--- config.mk ---
export PLATFORM = sky130hd
export DESIGN_NAME = turn_sequencer
export DESIGN_NICKNAME = d
export VERILOG_FILES = /design/src/rtl/tictactoe_pkg.sv /design/src/rtl/line_checker.sv /design/src/rtl/turn_sequencer.sv
export SDC_FILE = /design/constraint.sdc
export NUM_CORES = 1
export LEC_CHECK = 0
export CAP_MARGIN = 20
export CORE_MARGIN = 2
export CORE_UTILIZATION = 50
export DETAILED_ROUTE_END_ITERATION = 6
export PLACE_DENSITY = 0.8
export SYNTH_ARGS = -nofsm -noshare
export SYNTH_HDL_FRONTEND = slang
export SYNTH_SLANG_ARGS = --single-unit
--- constraint.sdc ---
create_clock -name clk_tc -period 2.8 [get_ports clk_tc]
set_input_delay 0.56 -clock clk_tc [delete_from_list [all_inputs] [get_ports clk_tc]]
set_output_delay 0.56 -clock clk_tc [all_outputs]
set_load 0.01 [all_outputs]
--- src/rtl/tictactoe_pkg.sv ---
// Shared definitions for the tic-tac-toe controller: state encoding,
// grid width and the eight winning line masks.
package tictactoe_pkg;

  localparam int GRID_W = 9;

  // Encoding is visible on gameState_tc, so values are fixed.
  typedef enum logic [2:0] {
    ST_P1_TURN = 3'd0,
    ST_P2_TURN = 3'd1,
    ST_P1_WIN  = 3'd2,
    ST_P2_WIN  = 3'd3,
    ST_DRAW    = 3'd4,
    ST_CHECK   = 3'd5
  } state_t;

  // Bit index = 3*row+col: three rows, three columns, two diagonals.
  localparam logic [GRID_W-1:0] WIN_LINES [8] = '{
    9'h007, 9'h038, 9'h1C0,
    9'h049, 9'h092, 9'h124,
    9'h111, 9'h054
  };

endpackage

--- src/rtl/line_checker.sv ---
// Combinational win detector: flags any complete line in one grid.
module line_checker
  import tictactoe_pkg::*;
(
  input  logic [GRID_W-1:0] grid,
  output logic              win
);

  // OR over all lines of "every cell of the line is occupied".
  always_comb begin
    win = 1'b0;
    for (int i = 0; i < 8; i++) begin
      if ((grid & WIN_LINES[i]) == WIN_LINES[i]) win = 1'b1;
    end
  end

endmodule

--- src/rtl/turn_sequencer.sv ---
// Tic-tac-toe turn sequencer: owns both grids, arbitrates placements,
// runs the per-turn timeout and resolves win/draw one cycle after a move.
//
// Request interface: place_req_tc and restart_tc are single-cycle pulses
// sampled on the clock edge; there is no back-pressure. Every sampled
// placement in a turn state is answered on the following cycle by exactly
// one of place_ack_tc / place_nack_tc, or superseded by timeout_tc when the
// request is illegal and the turn expires on the same edge. Requests in
// CHECK or a terminal state get no answer. restart_tc beats everything.
module turn_sequencer
  import tictactoe_pkg::*;
#(
  parameter int TIMEOUT_CYCLES = 1_000_000_000,
  parameter int CNT_W          = 30
) (
  input  logic              clk_tc,
  input  logic              rst_n_tc,
  input  logic              place_req_tc,
  input  logic [3:0]        cursor_tc,
  input  logic              restart_tc,
  output logic [GRID_W-1:0] p1Grid_tc,
  output logic [GRID_W-1:0] p2Grid_tc,
  output logic [2:0]        gameState_tc,
  output logic [3:0]        moveCount_tc,
  output logic              place_ack_tc,
  output logic              place_nack_tc,
  output logic              timeout_tc
);

  localparam logic [CNT_W-1:0] RELOAD   = CNT_W'(TIMEOUT_CYCLES);
  localparam bit               TIMER_EN = (TIMEOUT_CYCLES != 0);

  state_t            state_q, state_d;
  logic [GRID_W-1:0] p1_q, p1_d, p2_q, p2_d;
  logic [3:0]        mc_q, mc_d;
  logic              ack_q, ack_d, nack_q, nack_d, to_q, to_d;
  logic              last_q, last_d;   // 0 = player 1 moved last, 1 = player 2
  logic [CNT_W-1:0]  timer_q, timer_d;

  logic [1:0]        row, col;
  logic [3:0]        cell_idx;
  logic [GRID_W-1:0] cell_mask;
  logic              illegal, expire, win;
  logic [GRID_W-1:0] mover_grid;

  // Cursor decode and move legality.
  always_comb begin
    row       = cursor_tc[3:2];
    col       = cursor_tc[1:0];
    cell_idx  = {1'b0, row, 1'b0} + {2'b00, row} + {2'b00, col};
    cell_mask = GRID_W'(1) << cell_idx;
    illegal   = (row == 2'd3) || (col == 2'd3) || (|((p1_q | p2_q) & cell_mask));
    expire    = TIMER_EN && (timer_q == CNT_W'(1));
    mover_grid = last_q ? p2_q : p1_q;
  end

  line_checker u_line_checker (
    .grid (mover_grid),
    .win  (win)
  );

  // Next-state and next-output logic.
  always_comb begin
    state_d = state_q;
    p1_d    = p1_q;
    p2_d    = p2_q;
    mc_d    = mc_q;
    last_d  = last_q;
    timer_d = timer_q;
    ack_d   = 1'b0;
    nack_d  = 1'b0;
    to_d    = 1'b0;
    if (restart_tc) begin
      state_d = ST_P1_TURN;
      p1_d    = '0;
      p2_d    = '0;
      mc_d    = 4'd0;
      timer_d = RELOAD;
    end else begin
      case (state_q)
        ST_P1_TURN, ST_P2_TURN: begin
          if (TIMER_EN) timer_d = timer_q - CNT_W'(1);
          if (place_req_tc && !illegal) begin
            if (state_q == ST_P1_TURN) p1_d = p1_q | cell_mask;
            else                       p2_d = p2_q | cell_mask;
            mc_d    = mc_q + 4'd1;
            ack_d   = 1'b1;
            last_d  = (state_q == ST_P2_TURN);
            state_d = ST_CHECK;
          end else if (expire) begin
            state_d = (state_q == ST_P1_TURN) ? ST_P2_TURN : ST_P1_TURN;
            to_d    = 1'b1;
            timer_d = RELOAD;
          end else if (place_req_tc) begin
            nack_d = 1'b1;
          end
        end
        ST_CHECK: begin
          if (win) begin
            state_d = last_q ? ST_P2_WIN : ST_P1_WIN;
          end else if (mc_q == 4'd9) begin
            state_d = ST_DRAW;
          end else begin
            state_d = last_q ? ST_P1_TURN : ST_P2_TURN;
            timer_d = RELOAD;
          end
        end
        default: ; // terminal states hold until restart
      endcase
    end
  end

  // State and registered-output flops.
  always_ff @(posedge clk_tc or negedge rst_n_tc) begin
    if (!rst_n_tc) begin
      state_q <= ST_P1_TURN;
      p1_q    <= '0;
      p2_q    <= '0;
      mc_q    <= 4'd0;
      last_q  <= 1'b0;
      timer_q <= RELOAD;
      ack_q   <= 1'b0;
      nack_q  <= 1'b0;
      to_q    <= 1'b0;
    end else begin
      state_q <= state_d;
      p1_q    <= p1_d;
      p2_q    <= p2_d;
      mc_q    <= mc_d;
      last_q  <= last_d;
      timer_q <= timer_d;
      ack_q   <= ack_d;
      nack_q  <= nack_d;
      to_q    <= to_d;
    end
  end

  assign p1Grid_tc     = p1_q;
  assign p2Grid_tc     = p2_q;
  assign gameState_tc  = state_q;
  assign moveCount_tc  = mc_q;
  assign place_ack_tc  = ack_q;
  assign place_nack_tc = nack_q;
  assign timeout_tc    = to_q;

endmodule

==> results by stage, run 1 <==
Pwr:
- The portion of total power attributed to sequential cells is 0.412.
- In this run the static leakage power is 1.92 nW.
- The total internal power is 0.00167 W.
- The net switching share of the total power is 0.346.
- The maximum vdd ir drop is 394 µV.
- The switching power is 0.000883 W.
- The fraction of power consumed by the clock network is 0.279.
- Of the total power, combinational logic draws 0.309.
- Dividing total power by cell area gives a power density of 527 nW/µm².

Timing:
- Across all setup checks in the final design, the least slack found is -809 ps.
- Counting I/O delays and the setup requirement, the final critical path takes 3610 ps.
- The number of pins exceeding their max-slew limit in the final report is 0.
- Setup repair after global routing could not meet its margin everywhere.
- The highest achievable clock rate is 0.277 GHz.
- At the pin with the least slew margin, the transition time is 827 ps.
- The number of hold violations in the final report came to 0.
- The setup total negative slack is -41,520 ps.
- Hold timing on the final database bottoms out at a slack of 244 ps.
- Setup violations remaining at the end of the flow were counted as 58.
- The portion of the clock cycle consumed by the worst path in the final layout is 1.29.
- The setup clock skew after layout is 11.8 ps.
- The remaining max-slew budget at the tightest pin is 0.445.

Finish:
- The ratio of cells with drive above 1 in the final layout is 0.327.
- The utilization after layout is 0.713.
- Counting the fill cells in the layout gives 455.
- The layout-stage area growth over the synthesis result is 37.4%.
- The number of antenna diodes in the final layout is 0.
- The number of nets in the layout is 488.
- The final instance area is 4850 µm².

Logic synthesis:
- During synthesis, Yosys emitted a total of 0 warnings.
- Of all flip-flops after synthesis, the portion carrying an async set or reset was 1.00.
- In the synthesized netlist the dominant register cell turns out to be dfrtp_1.
- The summed instance area of the synthesized netlist is 3530 µm².
- Yosys mapped a number of flops with a built-in enable equal to 0.
- The synthesized instance count is 394.
- Of the synthesized area, sequential elements account for 0.423.
- The area fraction of the dominant cell type after synthesis is 0.326.
- The number of different library cells in the post-synthesis netlist is 58.
- By count the netlist is led by dfrtp_1, nor2_1, a21oi_1.
- Ranked by total cell area, the synthesized netlist is headed by dfrtp_1, dfstp_2, nor2_1.
- Yosys instantiated no cell more often than dfrtp_1.
- In this run, synthesis produced a sequential element count of 59.
- The synthesized area per cell is 8.96 µm².
- The synthesized design spends more area on one cell type than any other, namely dfrtp_1.
- The number of nets handed over by synthesis was 410.

Die:
- The effective utilization at floorplan is 0.519.
- Row generation in the floorplan step produced 30 rows.
- From left edge to right edge, the die measures 88.0 µm.
- The height of the chip is 88.0 µm.
- The die covers 7740 µm².
- The area of the placeable core is 6790 µm².
- The count of pins on the block boundary is 36.

Detailed routing:
- After detailed routing, the average wire length per cell comes to 18.6 µm.
- The via count normalized by instance count is 6.37.
- The overall routed net length is 10.7 mm.
- After detailed routing, the number of remaining DRC violations is 0.
- The number of nets still failing antenna checks after routing is 0.
- The total number of vias is 3,650.
- The number of optimization iterations in the first detailed-route pass is 6.
- For this block, the initial DRC count from the detailed router was 340.

CTS:
- The total number of H-tree levels is 3.
- The number of buffers on the longest clock path is 2.
- The clock latency reported for the late side of the worst-skew pair is 350 ps.
- The clock transition time at the flip-flop clock pins of the worst setup and hold paths is 70 ps.
- The total clock sinks is 59.
- TritonCTS created 9 clock buffers.
- TritonCTS built the clock tree.
- The total of hold buffers inserted after clock tree synthesis is 0.
- In this run the clock root is driven by a clkbuf_8.

Critical path:
- In this run the worst setup path begins at cursor_tc[1].
- The cell family with the largest share of critical-path delay is adder cells.
- In this run the number of cells on the critical path is 14.
- Across all register-to-register paths, the minimum setup slack is 150 ps.
- STA classifies the critical path endpoint as a flip-flop.
- For the worst flop-to-flop path, the logic depth is 7.
- The highest-delay cell along the critical path is fa_1.
- The stage delay of the slowest cell on the critical path is 550 ps.
- The critical path goes through buf_8, inv_8, fa_1, inv_1, ha_2, inv_2, fa_2, and4b_1, a222oi_1, and4_4, nand3_4, buf_6, or4_1, a21oi_1.
- The launching element type of the critical path is a primary input.
- The worst register-to-register path ends at timer_q[9].
- The setup path with the least slack is of type in -> reg.
- The number of buffer and inverter stages on the critical path is 5.
- The required time of the worst setup path is 3080 ps.
- Of all nets on the critical path, the largest fanout is 5.
- The launching point of the worst reg2reg path is p2Grid_tc[4].
- The endpoint of the most critical setup path is p2Grid_tc[0].
- Data arrives at the worst endpoint at 3890 ps.

Placement:
- The worst-case setup slack after placement is -1660 ps.
- The count of buffers added on input and output ports is 35.
- Summed over all nets, the half-perimeter wirelength after detailed placement is 6.78 mm.
- Once placement finished, the instance area stood at 4280 µm².
- At the end of routability-driven placement, the weighted congestion stood at 0.899.

Global routing:
- The initial antenna violation count came to 0.
- The maximum number of pins on one net before global-route repair is 34.
- The via count of the first global-routing pass is 3,429.
- The global router's overall resource usage is 0.285.
- The total global routing overflow is 0.
- The wire length of the first global-routing pass is 17.0 mm.

Outcome:
- The flow ran to the end, but the final reports show violations.
- The checks that failed: negative setup slack.

Min path:
- The worst hold path belongs to the class in -> async.

Flow run:
- The max-capacitance violation count is 0.
cell families after synthesis:
group	after synthesis	synth area share
mux	2	0.00638
xor+xnor	2	0.00497
compound gates	110	0.216
flops	59	0.423
buf+inv	46	0.0521
fa+ha+maj	8	0.0326
simple gates	167	0.265
placed cells by master, fill, tap and decap left out, types with 8 or more instances in the layout:
master and count:
a22oi_1 8, or4_1 11, a21oi_2 17, nand3_1 15, or3_1 11, nor2_1 36
buf_4 39, clkdlybuf4s50_1 30, inv_1 20, a21oi_1 12, clkbuf_8 11, nor4_1 10
buf_6 13, nor3_1 14, dfrtp_1 46, nand2_1 18, dfstp_2 13, o21ai_0 10
per-layer routing:
metal	track usage	wire length, µm	vias to the layer above
met3	0.0566	873	33
met1	0.392	4520	1743
met5	0	0	-
met4	0.122	300	0
li1	-	-	1641
met2	0.439	4980	233
power groups by stage:
stage                     Combinational, W  Sequential, W  Clock [W]
after floorplan                   0.000412        0.00102          0
after global placement            0.000612        0.00105          0
after detailed placement          0.000638        0.00106          0
after CTS                         0.000734        0.00104   0.000720
after global routing              0.000844        0.00106   0.000758
final                             0.000789        0.00105   0.000714
flip-flops by register name, indices dropped and copies added (netlist names):
signal	cells
p2Grid_tc	9
place_nack_tc	1
gameState_tc	3
last_q	1
moveCount_tc	4
place_ack_tc	1
timeout_tc	1
p1Grid_tc	9
timer_q	30
how the worst min path moves through the flow:
stage / cells past startpoint / start / slack (ps) / endpoint
finish: 1 / rst_n_tc / 240 / p2Grid_tc[3]
global placement: 2 / timer_q[20] / 480 / timer_q[20]
floorplan: 0 / rst_n_tc / 260 / gameState_tc[0]
global route: 1 / rst_n_tc / 280 / p2Grid_tc[3]
detailed placement: 2 / timer_q[20] / 490 / timer_q[20]
CTS: 1 / rst_n_tc / 250 / p2Grid_tc[3]
area by class of cell:
type / count / area, µm² / area share
clock buffer: 14 / 163 / 0.0336
timing repair buffer: 89 / 833 / 0.172
clock inverter: 2 / 10.0 / 0.00207
tap: 96 / 120 / 0.0248
sequential: 59 / 1490 / 0.308
inverter: 24 / 100 / 0.0207
multi-input combinational: 289 / 2130 / 0.439
metrics by stage:
stage	instances	total power, W
detailed placement	544	0.00169
global route	573	0.00266
global placement	544	0.00166
CTS	571	0.00250
finish	573	0.00255
floorplan	394	0.00144
repair_timing:
item | CTS | global route
buffers inserted | 10 | 1
resized for setup | 60 | 22
gates cloned | 1 | 1
pin swaps | 35 | 8
setup endpoints to repair | 58 | 58
Note: power is estimated with default switching activity, not from simulation.
==> inputs of run 2 (changes only) <==
CORE_UTILIZATION = 40   (was 50)
PLACE_DENSITY = 0.59   (was 0.8)
SKIP_LAST_GASP = 1   (was unset)
==> run 2 against run 1 <==
  * The run still ends with negative setup slack left
  * Total power rose by 2.3%
  * Count of clock-buffer cells in the layout shrank 3
  * Via count fell by 2.9%
  * Clock skew fell by 1.4 ps
  * Register-to-register slack got worse by 20 ps
  * First-iteration DRC count is 32% lower
  * Wire length about the same
  * Final cell count is 3.5% higher
  * Critical endpoint is now timer_q[6]
  * Largest cell class unchanged
==> results by stage, run 2 (same netlist as run 1, synthesis figures left out) <==
Outcome:
- The run finished, with violations left.
- The final reports fail on negative setup slack.

Detailed routing:
- Dividing the detail-routed via count by the number of cells gives 5.98.
- After detailed routing, the number of remaining DRC violations is 0.
- For this block, the via count after detailed routing is 3,544.
- The starting DRC count in detailed routing is 231.
- The pre-antenna-repair detailed-routing pass consisted of 5 iterations.
- In this run the remaining antenna-violating nets after routing total 0.
- The overall routed net length is 10.7 mm.
- After detailed routing, the average wire length per cell comes to 18.0 µm.

Global routing:
- Summed over all layers, the global routing overflow is 0.
- Across every metal layer, demand over resource in global routing totals 0.229.
- The initial antenna violation count was 0.
- Entering global routing, the biggest net connects 22 pins.
- The via count of the first global-routing pass came to 3,396.
- The wire length of the first global-routing pass is 17.6 mm.

Pwr:
- Power spread over the standard cell area amounts to 520 nW/µm².
- The cell leakage power is 2.01 nW.
- Of the total power, the share spent switching nets is 0.339.
- The switching power is 0.000885 W.
- The combinational power share is 0.294.
- Of the total power, registers draw 0.403.
- The share of total power dissipated in the clock network is 0.303.
- The total internal power is 0.00173 W.
- The maximum vdd ir drop is 336 µV.

Die:
- The area of the die is 9590 µm².
- The area of the placeable core is 8640 µm².
- The height of the chip is 97.9 µm.
- For this configuration, the core starts out at a cell density of 0.409.
- The count of pins on the block boundary is 36.
- The number of rows in the core area is 34.
- The x dimension of the die is 97.9 µm.

Placement:
- The congestion estimate from routability-driven global placement came to 0.893.
- The post-placement cell count is 563.
- The HPWL after detailed placement is 7.27 mm.
- Input and output buffers added on the ports amount to 35.

Timing:
- The number of pins exceeding their max-slew limit in the final report is 0.
- Static timing analysis puts the maximum clock frequency at 0.289 GHz.
- The setup clock skew after layout is 10.4 ps.
- The count of final setup violators is 58.
- Setup repair after global routing could not meet its margin everywhere.
- For the pin with the worst max-slew slack, the measured transition is 1070 ps.
- The setup total negative slack is -31,010 ps.
- Across all hold checks on the routed design, the worst slack comes to 172 ps.
- The smallest setup slack after layout is -664 ps.
- The remaining max-slew budget at the tightest pin is 0.283.
- The number of hold violations in the final report is 0.
- The portion of the clock cycle consumed by the worst path in the final layout is 1.24.
- The worst path in the final design needs a cycle of 3460 ps, including I/O delays and setup.

Critical path:
- The worst setup path is launched from a primary input.
- The endpoint class of the critical path is a flip-flop.
- For the worst setup path, the data arrival time is 3730 ps.
- The launching point of the worst reg2reg path is p2Grid_tc[1].
- The most critical setup path has its startpoint at cursor_tc[1].
- The setup path with the least slack is of type in -> reg.
- The largest fanout on the critical path is 6.
- The required time of the worst setup path is 3060 ps.

CTS:
- TritonCTS built the clock tree.
- The cell at the root of the clock tree is clkbuf_8.
- The number of buffers on the longest clock path is 2.
- The clock net in this run drives a total of 59 sinks.
- The total clock buffers created by CTS is 9.
- After clock tree synthesis, the clock-pin slew on the worst setup and hold paths is 70 ps.
- At the later pin of the worst-skew pair, clock insertion delay measures 350 ps.
- The total number of H-tree levels is 3.

Finish:
- The register with the most flip-flops in the layout has 30 of them.
- The register containing the most flip-flops in the final layout is timer_q.
- The post-route non-filler standard cell count is 593.
- Leaving out fill and tap cells, the most frequent cells in the layout are buf_4, dfrtp_1, nor2_1.
- The layout-stage area growth over the synthesis result is 42.4%.
- Of the cells placed in the final design, the portion with a size suffix greater than 1 is 0.381.
- Leaving out fill and tap cells, the most frequent cell in the layout is buf_4.
- The number of antenna diodes is 0.
- In the final design database the tool counted 496 nets.

Min path:
- The worst hold path belongs to the class in -> async.

Flow run:
- The max-capacitance violation count is 0.
run 2: changes by cell type in the layout (fill, tap and decap cells not counted), sizes merged:
cell	delta
buf	+8
bufinv	+1
clkinv	+1
clkbuf	-3
clkinvlp	+1
run 2: area by class of cell:
class | instances | area, µm²
Timing Repair Buffer | 97 | 867
Sequential cell | 59 | 1490
Multi-Input combinational cell | 289 | 2230
Tap cell | 108 | 135
Inverter | 24 | 100
Clock buffer | 11 | 141
Fill cell | 758 | 3610
Clock inverter | 5 | 52.6
run 2: power by group through the flow:
stage	Combinational [W]	Sequential [W]	Clock, W
after floorplan	0.000412	0.00102	0
after global placement	0.000642	0.00106	0
after detailed placement	0.000649	0.00106	0
after CTS	0.000715	0.00105	0.000805
after global routing	0.000828	0.00106	0.000856
final	0.000768	0.00105	0.000791
run 2: final timing paths:
| path | depth (start not counted) | slack, ps | end |
|---|---|---|---|
| max | 15 | -660 | timer_q[6] |
| min | 1 | 170 | p2Grid_tc[4] |
| max reg2reg | 7 | 130 | timer_q[8] |
| min reg2reg | 2 | 490 | timer_q[20] |
| max in group asynchronous | 2 | 1880 | timer_q[28] |
| min in group clk_tc | 2 | 490 | timer_q[20] |
run 2: what timing repair did:
item	in CTS	in global routing
endpoints found under the setup margin	58	58
gates resized for setup	70	34
gates cloned	2	0
hold buffers	0	0
setup buffers	9	4
hold endpoints to repair	0	0
pin swaps	28	16
run 2: per-layer routing:
layer | share of wire | global-route usage | vias to the layer above
met5 | 0 | 0 | -
met4 | 0.021 | 0.0897 | 0
met3 | 0.052 | 0.0501 | 21
met2 | 0.44 | 0.319 | 97
met1 | 0.48 | 0.344 | 1758
li1 | - | - | 1668
run 2: per-stage QoR:
| step | power [W] | util | setup WS (ps) | area (µm²) |
|---|---|---|---|---|
| 2_1_floorplan | 0.00144 | - | -739 | 3620 |
| 3_3_place_gp | 0.00170 | 0.502 | -1470 | 4330 |
| 3_5_place_dp | 0.00171 | 0.502 | -1490 | 4330 |
| 4_1_cts | 0.00257 | 0.558 | -675 | 4820 |
| 5_1_grt | 0.00275 | 0.582 | -791 | 5020 |
| 6_report | 0.00261 | 0.582 | -664 | 5020 |
run 2: worst max-delay path, cell delays in order:
cell	delay, ps
buf_8	90
inv_8	30
fa_1	550
inv_1	50
ha_2	160
inv_2	50
fa_2	500
and4_1	230
a222oi_1	320
and4_4	300
a211oi_4	60
buf_6	130
buf_6	120
or4_1	460
o211ai_1	110
==> inputs of run 3 (changes only) <==
DONT_BUFFER_PORTS = 1   (was unset)
PLACE_DENSITY = 0.53   (was 0.59)
TNS_END_PERCENT = 20   (was unset)
==> run 3 against run 2 <==
  * The flow still finishes with violations (negative setup slack)
  * Count of clock-buffer cells in the layout up 1
  * Design area decreased by 15%
  * Wire length is 4.4% lower
  * Register-to-register slack improved by 70 ps
  * Final cell count is 9.9% lower
  * Critical path type unchanged
  * Largest cell class unchanged
  * Highest routed layer unchanged
==> results by stage, run 3 (same netlist as run 1, synthesis figures left out) <==
Outcome:
- The flow ran to the end, but the final reports show violations.
- The final reports fail on negative setup slack.

Finish:
- The net count of the finished layout is 437.
- The final instance area is 4250 µm².
- The register with the most flip-flops in the layout has 30 of them.
- From synthesis to final layout, the design area changed by 20.5%.
- The number of antenna diodes is 0.
- Leaving out fill and tap cells, the most frequent cells in the layout are dfrtp_1, nor2_1, buf_4.
- The ratio of cells with drive above 1 in the final layout is 0.239.
- After filler insertion, the fill cell instance count of the layout stands at 834.
- The library cell used most frequently in the layout, excluding fill and tap cells, is dfrtp_1.
- Ranked by flip-flop count, first place goes to timer_q.

Die:
- In this run the count of I/O pins placed on the die edge is 36.
- The number of rows in the core area is 34.
- The area of the die is 9590 µm².
- The die is 97.9 µm wide.
- The area of the placeable core is 8640 µm².
- The height of the chip is 97.9 µm.
- The initial utilization of the core area, before any placement, comes to 0.409.

Pwr:
- The share of total power dissipated in sequential elements is 0.407.
- Dividing total power by cell area gives a power density of 609 nW/µm².
- The share of total power dissipated in combinational logic is 0.241.
- Internal power comes to 0.00176 W.
- The maximum vdd ir drop is 323 µV.
- The cell leakage power is 1.69 nW.
- Summed over all nets, the switching power comes to 0.000827 W.
- Of the total power, the clock network draws 0.352.
- The net switching share of the total power is 0.319.

Critical path:
- The endpoint of the worst register-to-register path is timer_q[16].
- The setup slack of the most critical reg-to-reg path is 200 ps.
- The stage delay of the slowest cell on the critical path is 690 ps.
- The launching element type of the critical path is a primary input.
- On the critical path the largest part of the delay comes from adder cells.
- The endpoint class of the critical path is a flip-flop.
- The signal on the critical path passes through inv_8, fa_1, inv_1, ha_2, inv_2, fa_2, nand2b_4, or4_4, and4_4, a211oi_4, buf_12, nor3_1, a221o_1.
- Counting both buffers and inverters, the worst setup path holds a total of 4.
- The launching point of the worst reg2reg path is timer_q[26].
- For the worst flop-to-flop path, the logic depth is 7.
- Data on the critical path arrives at its endpoint at 3610 ps.
- For the worst setup path, the data required time is 3030 ps.
- The critical path is of the in -> reg type.
- The slowest stage of the critical path belongs to the cell fa_2.
- In this run the worst path has a maximum fanout of 23.

Placement:
- The placed standard-cell area is 3880 µm².
- The HPWL after detailed placement is 6.78 mm.
- The count of buffers added on input and output ports is 0.
- The placer congestion estimate is 0.865.

Detailed routing:
- In this run, the number of DRC markers left after iteration 0 of detailed routing was 242.
- After detailed routing, the number of vias per cell comes to 6.00.
- The final layout contains routed wiring with a total length of 10.2 mm.
- The number of optimization iterations in the first detailed-route pass is 4.
- The number of nets still failing antenna checks after routing is 0.
- For this run, design rule violations remaining after detail routing come to 0.
- The average wire length per cell after detail routing is 19.1 µm.
- Summing over every cut layer, the via total after detailed routing is 3,205.

Timing:
- Setup slack on the critical path of the routed design comes to -577 ps.
- Setup violations remaining at the end of the flow were counted as 58.
- The highest achievable clock rate is 0.296 GHz.
- The number of pins exceeding their max-slew limit in the final report was 0.
- For the pin with the worst max-slew slack, the measured transition is 718 ps.
- The tightest hold margin is 53.3 ps.
- The setup clock skew after layout is 8.58 ps.
- The number of hold violations in the final report came to 0.
- The portion of the clock cycle consumed by the worst path in the final layout is 1.21.
- The time the worst path needs with I/O delays and setup is 3380 ps.
- The remaining max-slew budget at the tightest pin is 0.518.
- Setup repair after global routing could not meet its margin everywhere.

Global routing:
- The initial antenna violation count is 0.
- The global router's overall resource usage is 0.225.
- The via count of the first global-routing pass is 3,216.
- The first global-routing pass estimated 17.3 mm of wire.
- The total global routing overflow is 0.
- The maximum number of pins on one net before global-route repair is 47.

Min path:
- The class of the tightest hold or removal check is in -> async.

CTS:
- TritonCTS built the clock tree.
- The clock latency reported for the late side of the worst-skew pair is 350 ps.
- The total number of H-tree levels is 3.
- The total clock buffers created by CTS is 9.
- Clock-pin slew was measured on the worst setup and hold paths at 70 ps.
- Counting along the longest clock path gives a buffer depth of 2.
- CTS saw 59 sinks.
- The tree is rooted in a clkbuf_8.

Flow run:
- Max-cap violations in this run came to 0.
run 3: cell types whose count changed in the layout (fill, tap and decap cells not counted), moves of 5 or more:
cell,change
a21oi_1,+20
a21oi_2,-22
buf_4,-15
buf_6,-14
clkdlybuf4s50_1,-30
o31ai_1,+7
o31ai_2,-6
or3_1,+5
or3_4,-5
run 3: cell type report:
cell class | instances | area [µm²] | area share
Inverter | 24 | 100 | 0.0236
Multi-Input combinational cell | 289 | 1960 | 0.461
Clock buffer | 12 | 155 | 0.0365
Timing Repair Buffer | 38 | 335 | 0.0789
Sequential cell | 59 | 1490 | 0.351
Tap cell | 108 | 135 | 0.0318
Clock inverter | 4 | 72.6 | 0.0171
run 3: worst max path at each step:
stage                 start  slack [ps]  cells past startpoint            to
4_1_cts        cursor_tc[1]        -520                     13  p2Grid_tc[0]
2_1_floorplan  cursor_tc[1]        -740                     13   timer_q[12]
6_report       cursor_tc[1]        -580                     13   timer_q[16]
3_5_place_dp   cursor_tc[1]       -1000                     12    timer_q[0]
3_3_place_gp   cursor_tc[1]        -970                     12    timer_q[0]
5_1_grt        cursor_tc[1]        -690                     15   timer_q[16]
run 3: power by group through the flow:
| stage | Sequential, W | Clock, W | Combinational, W |
|---|---|---|---|
| 6_report | 0.00105 | 0.000912 | 0.000624 |
| 5_1_grt | 0.00107 | 0.000971 | 0.000695 |
| 4_1_cts | 0.00105 | 0.000930 | 0.000616 |
| 3_5_place_dp | 0.00106 | 0 | 0.000558 |
| 3_3_place_gp | 0.00107 | 0 | 0.000551 |
| 2_1_floorplan | 0.00102 | 0 | 0.000403 |
run 3: per-layer routing:
layer / vias up / part of all wire / track usage
met5: - / 0 / 0
met4: 0 / 0.018 / 0.0780
met3: 15 / 0.064 / 0.0630
met2: 96 / 0.43 / 0.315
met1: 1552 / 0.49 / 0.333
li1: 1542 / - / -
run 3: per-stage QoR:
step                      total power, W  setup slack [ps]  setup TNS (ps)   util  cells
final                            0.00259              -577          -24550  0.492    534
after global routing             0.00274              -690          -33070  0.492    534
after CTS                        0.00260              -519          -23140  0.490    534
after detailed placement         0.00162             -1000          -44750  0.450    513
after global placement           0.00162              -966          -43040  0.450    513
after floorplan                  0.00143              -742          -35330      -    394
run 3: worst reg2reg max path, cell delays in order, from the launching register on:
cell and delay (ps):
dfrtp_1 430, nor4_1 530, nand4b_1 230, or3_1 400, a211oi_4 300, buf_12 200
nor3_1 110, a221o_1 290
run 3: timing repair:
item                       4_1_cts  5_1_grt
resized for setup               11        5
setup endpoints to repair       58       58
hold buffers                     1        0
hold endpoints to repair        46        0
pin swaps                        3        1
setup buffers                    3        0
cloned                           1        0
